==> src/rtl/decap_ekey_lookup.sv <==
// Two-table cuckoo-style key lookup: reads one bucket from each hash table, picks the first
// matching entry, then fetches its value record. Optional wait watchdog via EKEY_LOOKUP_TIMEOUT_EN.
`timescale 1ns/1ps

`ifndef EKEY_HASH_TABLE_DEPTH_NBITS
`define EKEY_HASH_TABLE_DEPTH_NBITS 10
`endif
`ifndef EKEY_VALUE_DEPTH_NBITS
`define EKEY_VALUE_DEPTH_NBITS 8
`endif
`ifndef EKEY_VALUE_NBITS
`define EKEY_VALUE_NBITS 32
`endif
`ifndef RESET_SIG
`define RESET_SIG srst
`endif

module decap_ekey_lookup #(
    parameter int DEPTH_NBITS       = `EKEY_HASH_TABLE_DEPTH_NBITS,
    parameter int TAG_NBITS         = 16,
    parameter int VALUE_DEPTH_NBITS = `EKEY_VALUE_DEPTH_NBITS,
    parameter int VALUE_NBITS       = `EKEY_VALUE_NBITS,
    parameter int BUCKET_NBITS      = 2*(1+TAG_NBITS+VALUE_DEPTH_NBITS)
) (
    input  logic                         clk,
    input  logic                         `RESET_SIG,

    input  logic                         req_valid,
    output logic                         req_ready,
    input  logic [DEPTH_NBITS-1:0]       req_hash0,
    input  logic [DEPTH_NBITS-1:0]       req_hash1,
    input  logic [TAG_NBITS-1:0]         req_tag,

    output logic                         ekey_hash_table0_rd,
    output logic [DEPTH_NBITS-1:0]       ekey_hash_table0_raddr,
    input  logic                         ekey_hash_table0_ack,
    input  logic [BUCKET_NBITS-1:0]      ekey_hash_table0_rdata,

    output logic                         ekey_hash_table1_rd,
    output logic [DEPTH_NBITS-1:0]       ekey_hash_table1_raddr,
    input  logic                         ekey_hash_table1_ack,
    input  logic [BUCKET_NBITS-1:0]      ekey_hash_table1_rdata,

    output logic                         ekey_value_rd,
    output logic [VALUE_DEPTH_NBITS-1:0] ekey_value_raddr,
    input  logic                         ekey_value_ack,
    input  logic [VALUE_NBITS-1:0]       ekey_value_rdata,

    output logic                         rsp_valid,
    input  logic                         rsp_ready,
    output logic                         rsp_hit,
    output logic                         rsp_err,
    output logic [VALUE_NBITS-1:0]       rsp_value
);

    localparam int ENTRY_NBITS = 1 + TAG_NBITS + VALUE_DEPTH_NBITS;

    typedef enum logic [2:0] {
        IDLE     = 3'd0,
        HT_RD    = 3'd1,
        HT_WAIT  = 3'd2,
        VAL_RD   = 3'd3,
        VAL_WAIT = 3'd4,
        RESP     = 3'd5
    } state_t;

    state_t                         state_q, state_d;
    logic [DEPTH_NBITS-1:0]         hash0_q, hash0_d;
    logic [DEPTH_NBITS-1:0]         hash1_q, hash1_d;
    logic [TAG_NBITS-1:0]           tag_q, tag_d;
    logic                           cap0_q, cap0_d;
    logic                           cap1_q, cap1_d;
    logic [BUCKET_NBITS-1:0]        bucket0_q, bucket0_d;
    logic [BUCKET_NBITS-1:0]        bucket1_q, bucket1_d;
    logic [VALUE_DEPTH_NBITS-1:0]   ptr_q, ptr_d;
    logic                           rsp_hit_q, rsp_hit_d;
    logic [VALUE_NBITS-1:0]         rsp_value_q, rsp_value_d;

    logic                           wd_expired;
    logic                           tables_done;
    logic [BUCKET_NBITS-1:0]        eff_bucket0, eff_bucket1;
    logic [3:0]                     ent_match;
    logic [VALUE_DEPTH_NBITS-1:0]   ent_ptr [4];
    logic                           any_match;
    logic [VALUE_DEPTH_NBITS-1:0]   hit_ptr;

    // A bucket arriving this cycle is used directly so the match decision costs no extra cycle.
    assign eff_bucket0 = cap0_q ? bucket0_q : ekey_hash_table0_rdata;
    assign eff_bucket1 = cap1_q ? bucket1_q : ekey_hash_table1_rdata;
    assign tables_done = (cap0_q | ekey_hash_table0_ack) & (cap1_q | ekey_hash_table1_ack);

    // Entry index gi: table gi/2, slot gi%2, which is also the match priority order.
    genvar gi;
    generate
        for (gi = 0; gi < 4; gi++) begin : g_entry
            logic [BUCKET_NBITS-1:0] bucket;
            logic [ENTRY_NBITS-1:0]  entry;
            assign bucket         = (gi < 2) ? eff_bucket0 : eff_bucket1;
            assign entry          = bucket[(gi % 2)*ENTRY_NBITS +: ENTRY_NBITS];
            assign ent_match[gi]  = entry[ENTRY_NBITS-1] &&
                                    (entry[ENTRY_NBITS-2 -: TAG_NBITS] == tag_q);
            assign ent_ptr[gi]    = entry[VALUE_DEPTH_NBITS-1:0];
        end
    endgenerate

    always_comb begin
        any_match = 1'b0;
        hit_ptr   = '0;
        for (int i = 3; i >= 0; i--) begin
            if (ent_match[i]) begin
                any_match = 1'b1;
                hit_ptr   = ent_ptr[i];
            end
        end
    end

`ifdef EKEY_LOOKUP_TIMEOUT_EN
    logic [7:0] wd_cnt_q, wd_cnt_d;
    logic       rsp_err_q, rsp_err_d;

    // Firing at 254 means the counter would reach 255 on this edge, the last waiting cycle.
    assign wd_expired = (wd_cnt_q == 8'd254);
    assign rsp_err    = rsp_err_q;

    always_comb begin
        wd_cnt_d  = wd_cnt_q;
        rsp_err_d = rsp_err_q;
        case (state_q)
            HT_RD, VAL_RD: wd_cnt_d = '0;
            HT_WAIT: begin
                wd_cnt_d = wd_cnt_q + 8'd1;
                if (tables_done)     rsp_err_d = 1'b0;
                else if (wd_expired) rsp_err_d = 1'b1;
            end
            VAL_WAIT: begin
                wd_cnt_d = wd_cnt_q + 8'd1;
                if (ekey_value_ack)  rsp_err_d = 1'b0;
                else if (wd_expired) rsp_err_d = 1'b1;
            end
            default: ;
        endcase
    end

    always_ff @(posedge clk) begin
        if (`RESET_SIG) begin
            wd_cnt_q  <= '0;
            rsp_err_q <= 1'b0;
        end else begin
            wd_cnt_q  <= wd_cnt_d;
            rsp_err_q <= rsp_err_d;
        end
    end
`else
    assign wd_expired = 1'b0;
    assign rsp_err    = 1'b0;
`endif

    always_ff @(posedge clk) begin
        if (`RESET_SIG) begin
            state_q     <= IDLE;
            hash0_q     <= '0;
            hash1_q     <= '0;
            tag_q       <= '0;
            cap0_q      <= 1'b0;
            cap1_q      <= 1'b0;
            bucket0_q   <= '0;
            bucket1_q   <= '0;
            ptr_q       <= '0;
            rsp_hit_q   <= 1'b0;
            rsp_value_q <= '0;
        end else begin
            state_q     <= state_d;
            hash0_q     <= hash0_d;
            hash1_q     <= hash1_d;
            tag_q       <= tag_d;
            cap0_q      <= cap0_d;
            cap1_q      <= cap1_d;
            bucket0_q   <= bucket0_d;
            bucket1_q   <= bucket1_d;
            ptr_q       <= ptr_d;
            rsp_hit_q   <= rsp_hit_d;
            rsp_value_q <= rsp_value_d;
        end
    end

    always_comb begin
        state_d = state_q;
        case (state_q)
            IDLE:     if (req_valid) state_d = HT_RD;
            HT_RD:    state_d = HT_WAIT;
            HT_WAIT: begin
                if (tables_done)     state_d = any_match ? VAL_RD : RESP;
                else if (wd_expired) state_d = RESP;
            end
            VAL_RD:   state_d = VAL_WAIT;
            VAL_WAIT: if (ekey_value_ack || wd_expired) state_d = RESP;
            RESP:     if (rsp_ready) state_d = IDLE;
            default:  state_d = IDLE;
        endcase
    end

    always_comb begin
        req_ready           = (state_q == IDLE);
        ekey_hash_table0_rd = (state_q == HT_RD);
        ekey_hash_table1_rd = (state_q == HT_RD);
        ekey_value_rd       = (state_q == VAL_RD);
        rsp_valid           = (state_q == RESP);
    end

    assign ekey_hash_table0_raddr = hash0_q;
    assign ekey_hash_table1_raddr = hash1_q;
    assign ekey_value_raddr       = ptr_q;
    assign rsp_hit                = rsp_hit_q;
    assign rsp_value              = rsp_value_q;

    always_comb begin
        hash0_d     = hash0_q;
        hash1_d     = hash1_q;
        tag_d       = tag_q;
        cap0_d      = cap0_q;
        cap1_d      = cap1_q;
        bucket0_d   = bucket0_q;
        bucket1_d   = bucket1_q;
        ptr_d       = ptr_q;
        rsp_hit_d   = rsp_hit_q;
        rsp_value_d = rsp_value_q;
        case (state_q)
            IDLE: begin
                if (req_valid) begin
                    hash0_d = req_hash0;
                    hash1_d = req_hash1;
                    tag_d   = req_tag;
                    cap0_d  = 1'b0;
                    cap1_d  = 1'b0;
                end
            end
            HT_WAIT: begin
                if (ekey_hash_table0_ack && !cap0_q) begin
                    cap0_d    = 1'b1;
                    bucket0_d = ekey_hash_table0_rdata;
                end
                if (ekey_hash_table1_ack && !cap1_q) begin
                    cap1_d    = 1'b1;
                    bucket1_d = ekey_hash_table1_rdata;
                end
                if (tables_done) begin
                    if (any_match) begin
                        ptr_d = hit_ptr;
                    end else begin
                        rsp_hit_d   = 1'b0;
                        rsp_value_d = '0;
                    end
                end else if (wd_expired) begin
                    rsp_hit_d   = 1'b0;
                    rsp_value_d = '0;
                end
            end
            VAL_WAIT: begin
                if (ekey_value_ack) begin
                    rsp_hit_d   = 1'b1;
                    rsp_value_d = ekey_value_rdata;
                end else if (wd_expired) begin
                    rsp_hit_d   = 1'b0;
                    rsp_value_d = '0;
                end
            end
            default: ;
        endcase
    end

endmodule

==> config.mk <==
export PLATFORM = sky130hd
export DESIGN_NAME = decap_ekey_lookup
export DESIGN_NICKNAME = d
export VERILOG_FILES = /design/src/rtl/decap_ekey_lookup.sv
export SDC_FILE = /design/constraint.sdc
export NUM_CORES = 1
export LEC_CHECK = 0
export CORE_MARGIN = 10
export CORE_UTILIZATION = 30
export DETAILED_ROUTE_END_ITERATION = 7
export PLACE_DENSITY_LB_ADDON = 0.2
export SYNTH_ARGS = -nofsm -noshare
export SYNTH_HDL_FRONTEND = slang
export SYNTH_SLANG_ARGS = --single-unit
==> constraint.sdc <==
create_clock -name clk -period 7.55 [get_ports clk]
set_input_delay 1.1325 -clock clk [delete_from_list [all_inputs] [get_ports clk]]
set_output_delay 1.1325 -clock clk [all_outputs]
set_load 0.03 [all_outputs]
==> reports/qor.yml <==
num_vias: 7470
rows: 61
cp-end-kind: "register"
ys_async_sr_fraction_pct: 0
required_ps: 7930
p_per_area_mw_per_mm2: 201
crit_type: "reg -> reg"
worst_slew_pin_slew_ps: 952
port_buffers: 240
drc_errors: 0
synth_top_cell_area_share_pct: 43.1
syn-instance-count: 998
ys.flop_type: "dfxtp_1"
dr.pass1.iters: 4
rsz0062_at_grt: "false"
synth_area_mm2: 0.00845
p_total_uw: 2330
holdWs_ps: 454
path_clk_slew_ps: 80
synth_warnings: 0
synthMuxAreaShare_pct: 10.4
r2r_cells: 9
io_pins: 242
core_area_mm2: 0.0278
antenna_found_initial: 5
start_util_pct: 30.4
p_leak_uw: 0.00373
grt_max_degree: 80
synthAdderAreaFrac_pct: 0
place_hpwl_um: 20500
rr_endpoint: "rsp_value[23]"
gp_congestion: 0.745
synth_cell_types: 56
cts_root_buf: "clkbuf_16"
syn_area_per_cell_um2: 8.47
cts_buffer_depth: 2
post_cts_buffers: 0
die_width_um: 188
grt_pass1_wl_um: 44400
grt_pass1_vias: 7594
path_max_fanout: 37
die_h_um: 188
clk_latency_ps: 440
synth_edf_count: 0
critPathCapture: "rsp_value[23]"
worst_setup_path_start_kind: "register"
routed_wl_um: 28400
clock-sinks: 182
drv_slew: 0
grt_use_total_pct: 15.8
synth_nets: 1173
ant_nets: 0
cts_tree: "yes"
syn2layout_area_growth_pct: 37.3
cts_buffers: 17
synth_top_family_by_area: "compound AO/OA/AOI/OAI gates"
synth-seq-cells: 182
overflow: 0
hold_violations: 0
layout-drive-gt1-share_pct: 7.03
max_cap_violations: 0
htreeDepth: 4
fillerInstances: 2820
synth-seq-area-share_pct: 43.1
fin_crit_ps: 4410
cts_resized: 0
rr_startpoint: "cap0_q"
postCtsHoldBufs: 0
nets: 1357
r2r_setup_slack_ps: 3140
via_per_inst: 4.74
hold_class: "reg -> reg"
setup_viol: 0
yosys.area.top_type: "dfxtp_1"
relSlewSlack_pct: 36.6
die-area_mm2: 0.0353
yosys-top-cells-area: "dfxtp_1 43%, nand2_1 12%, a21oi_1 8.3%, mux2i_1 8.3%, xnor2_1 6.1%"
fin_skew_ps: 14.8
critPathArrivalTime_ps: 4790
fin_crit_sh_pct: 58.5
drt_iter0_markers: 544
synth_compound_area_share_pct: 17.6
startpoint: "cap0_q"
status: "completed"
fmax_mhz: 227
irDropWorstVdd_mv: 0.104
avgRoutedWirePerCell_um: 18.0
fin_setup_tns_ps: 0
synthSimpleGateAreaFrac_pct: 17.3
synth-xor-area-share_pct: 6.42
## layout make-up
| class | instances | area (um^2) | area share (%) |
|---|---|---|---|
| clock buffer | 17 | 425 | 3.67 |
| multi-input combinational | 724 | 4390 | 37.8 |
| clock inverter | 15 | 160 | 1.38 |
| timing repair buffer | 251 | 2480 | 21.4 |
| inverter | 6 | 22.5 | 0.194 |
| sequential | 182 | 3650 | 31.4 |
| tap | 378 | 473 | 4.08 |
| antenna | 3 | 7.51 | 0.0647 |
## state kept, by name (all words and copies together) (netlist names)
signal                  flops
tag_q                      16
rsp_value                  32
ekey_hash_table0_raddr     10
bucket1_q                  50
bucket0_q                  50
cap1_q                      1
rsp_hit                     1
state_q                     3
cap0_q                      1
ekey_hash_table1_raddr     10
ekey_value_raddr            8
## cell usage in the layout, fill, tap and decap left out, types with 3 or more instances in the layout
| cell | netlist | routed |
|---|---|---|
| a211oi_1 | 8 | 8 |
| a21oi_1 | 141 | 141 |
| a221oi_1 | 9 | 9 |
| a22o_1 | 32 | 32 |
| a311o_1 | 7 | 7 |
| and2_1 | 4 | 4 |
| buf_4 | 2 | 12 |
| clkbuf_16 | 0 | 17 |
| clkdlybuf4s50_1 | 0 | 239 |
| clkinv_8 | 0 | 3 |
| dfxtp_1 | 182 | 180 |
| diode_2 | 0 | 3 |
| inv_1 | 6 | 6 |
| inv_8 | 0 | 5 |
| mux2_2 | 16 | 16 |
| mux2i_1 | 70 | 70 |
| nand2_1 | 281 | 281 |
| nand3_1 | 11 | 11 |
| nor2_1 | 7 | 5 |
| nor2b_1 | 10 | 10 |
| nor3_1 | 7 | 7 |
| nor4_1 | 9 | 9 |
| o211ai_1 | 4 | 4 |
| o21ai_0 | 3 | 3 |
| o21ai_1 | 3 | 3 |
| o21ai_2 | 6 | 6 |
| xnor2_1 | 59 | 59 |
| xor2_1 | 3 | 3 |
## through the flow
step | util (%) | std cells | instance area (um^2) | setup slack, ps
finish | 41.8 | 1576 | 11600 | 3140
global route | 41.7 | 1573 | 11600 | 2700
CTS | 41.7 | 1573 | 11600 | 3080
detailed placement | 39.6 | 1541 | 11000 | 2870
global placement | 39.6 | 1541 | 11000 | 2990
floorplan | - | 998 | 8450 | 4650
## logic make-up (layout without fill, tap and decap cells)
group / after synthesis / in the layout
AOI/OAI and AO/OA: 229 / 229
buffers and inverters: 92 / 289
and+or+nand+nor: 346 / 346
DFF: 182 / 182
muxes: 86 / 86
other: 1 / 4
xor gates and xnor gates: 62 / 62
## Yosys cell counts, types with 4 or more instances
| master | instances |
|---|---|
| a211oi_1 | 8 |
| a21oi_1 | 141 |
| a221oi_1 | 9 |
| a22o_1 | 32 |
| a311o_1 | 7 |
| and2_1 | 4 |
| buf_1 | 8 |
| buf_2 | 5 |
| buf_6 | 9 |
| clkbuf_1 | 61 |
| dfxtp_1 | 182 |
| inv_1 | 6 |
| mux2_2 | 16 |
| mux2i_1 | 70 |
| nand2_1 | 281 |
| nand3_1 | 11 |
| nor2_1 | 7 |
| nor2b_1 | 10 |
| nor3_1 | 7 |
| nor4_1 | 9 |
| o211ai_1 | 4 |
| o21ai_2 | 6 |
| xnor2_1 | 59 |
## layer usage
layer / wire (um) / track usage [%]
met1: 13400 / 20.6
met2: 12500 / 24.2
met3: 2340 / 6.36
met4: 160 / 2.86
met5: 13 / 0
## power breakdown
part | switching (uW) | internal [uW] | total, uW
Sequential | 45.6 | 999 | 1040
Combinational | 197 | 196 | 393
Clock | 453 | 444 | 897
## how the worst min path moves through the flow
stage	startpoint	end	slack (ps)	depth (start not counted)
final	bucket1_q[4]	bucket1_q[4]	450	2
after global routing	ekey_hash_table0_raddr[2]	ekey_hash_table0_raddr[2]	470	2
after CTS	ekey_hash_table1_raddr[1]	ekey_hash_table1_raddr[1]	460	2
after detailed placement	ekey_hash_table0_raddr[2]	ekey_hash_table0_raddr[2]	450	2
after global placement	bucket1_q[7]	bucket1_q[7]	440	2
after floorplan	bucket0_q[31]	bucket0_q[31]	430	2
## critical path, stage by stage, from the launching register on
cell and delay [ps]:
dfxtp_2 750, buf_4 600, mux2i_1 290, xnor2_1 80
a2111oi_0 590, nand4_2 540, o21ai_4 320, nor3_2 150
a21oi_4 720, a22o_1 250
Note: power is estimated with default switching activity, not from simulation.
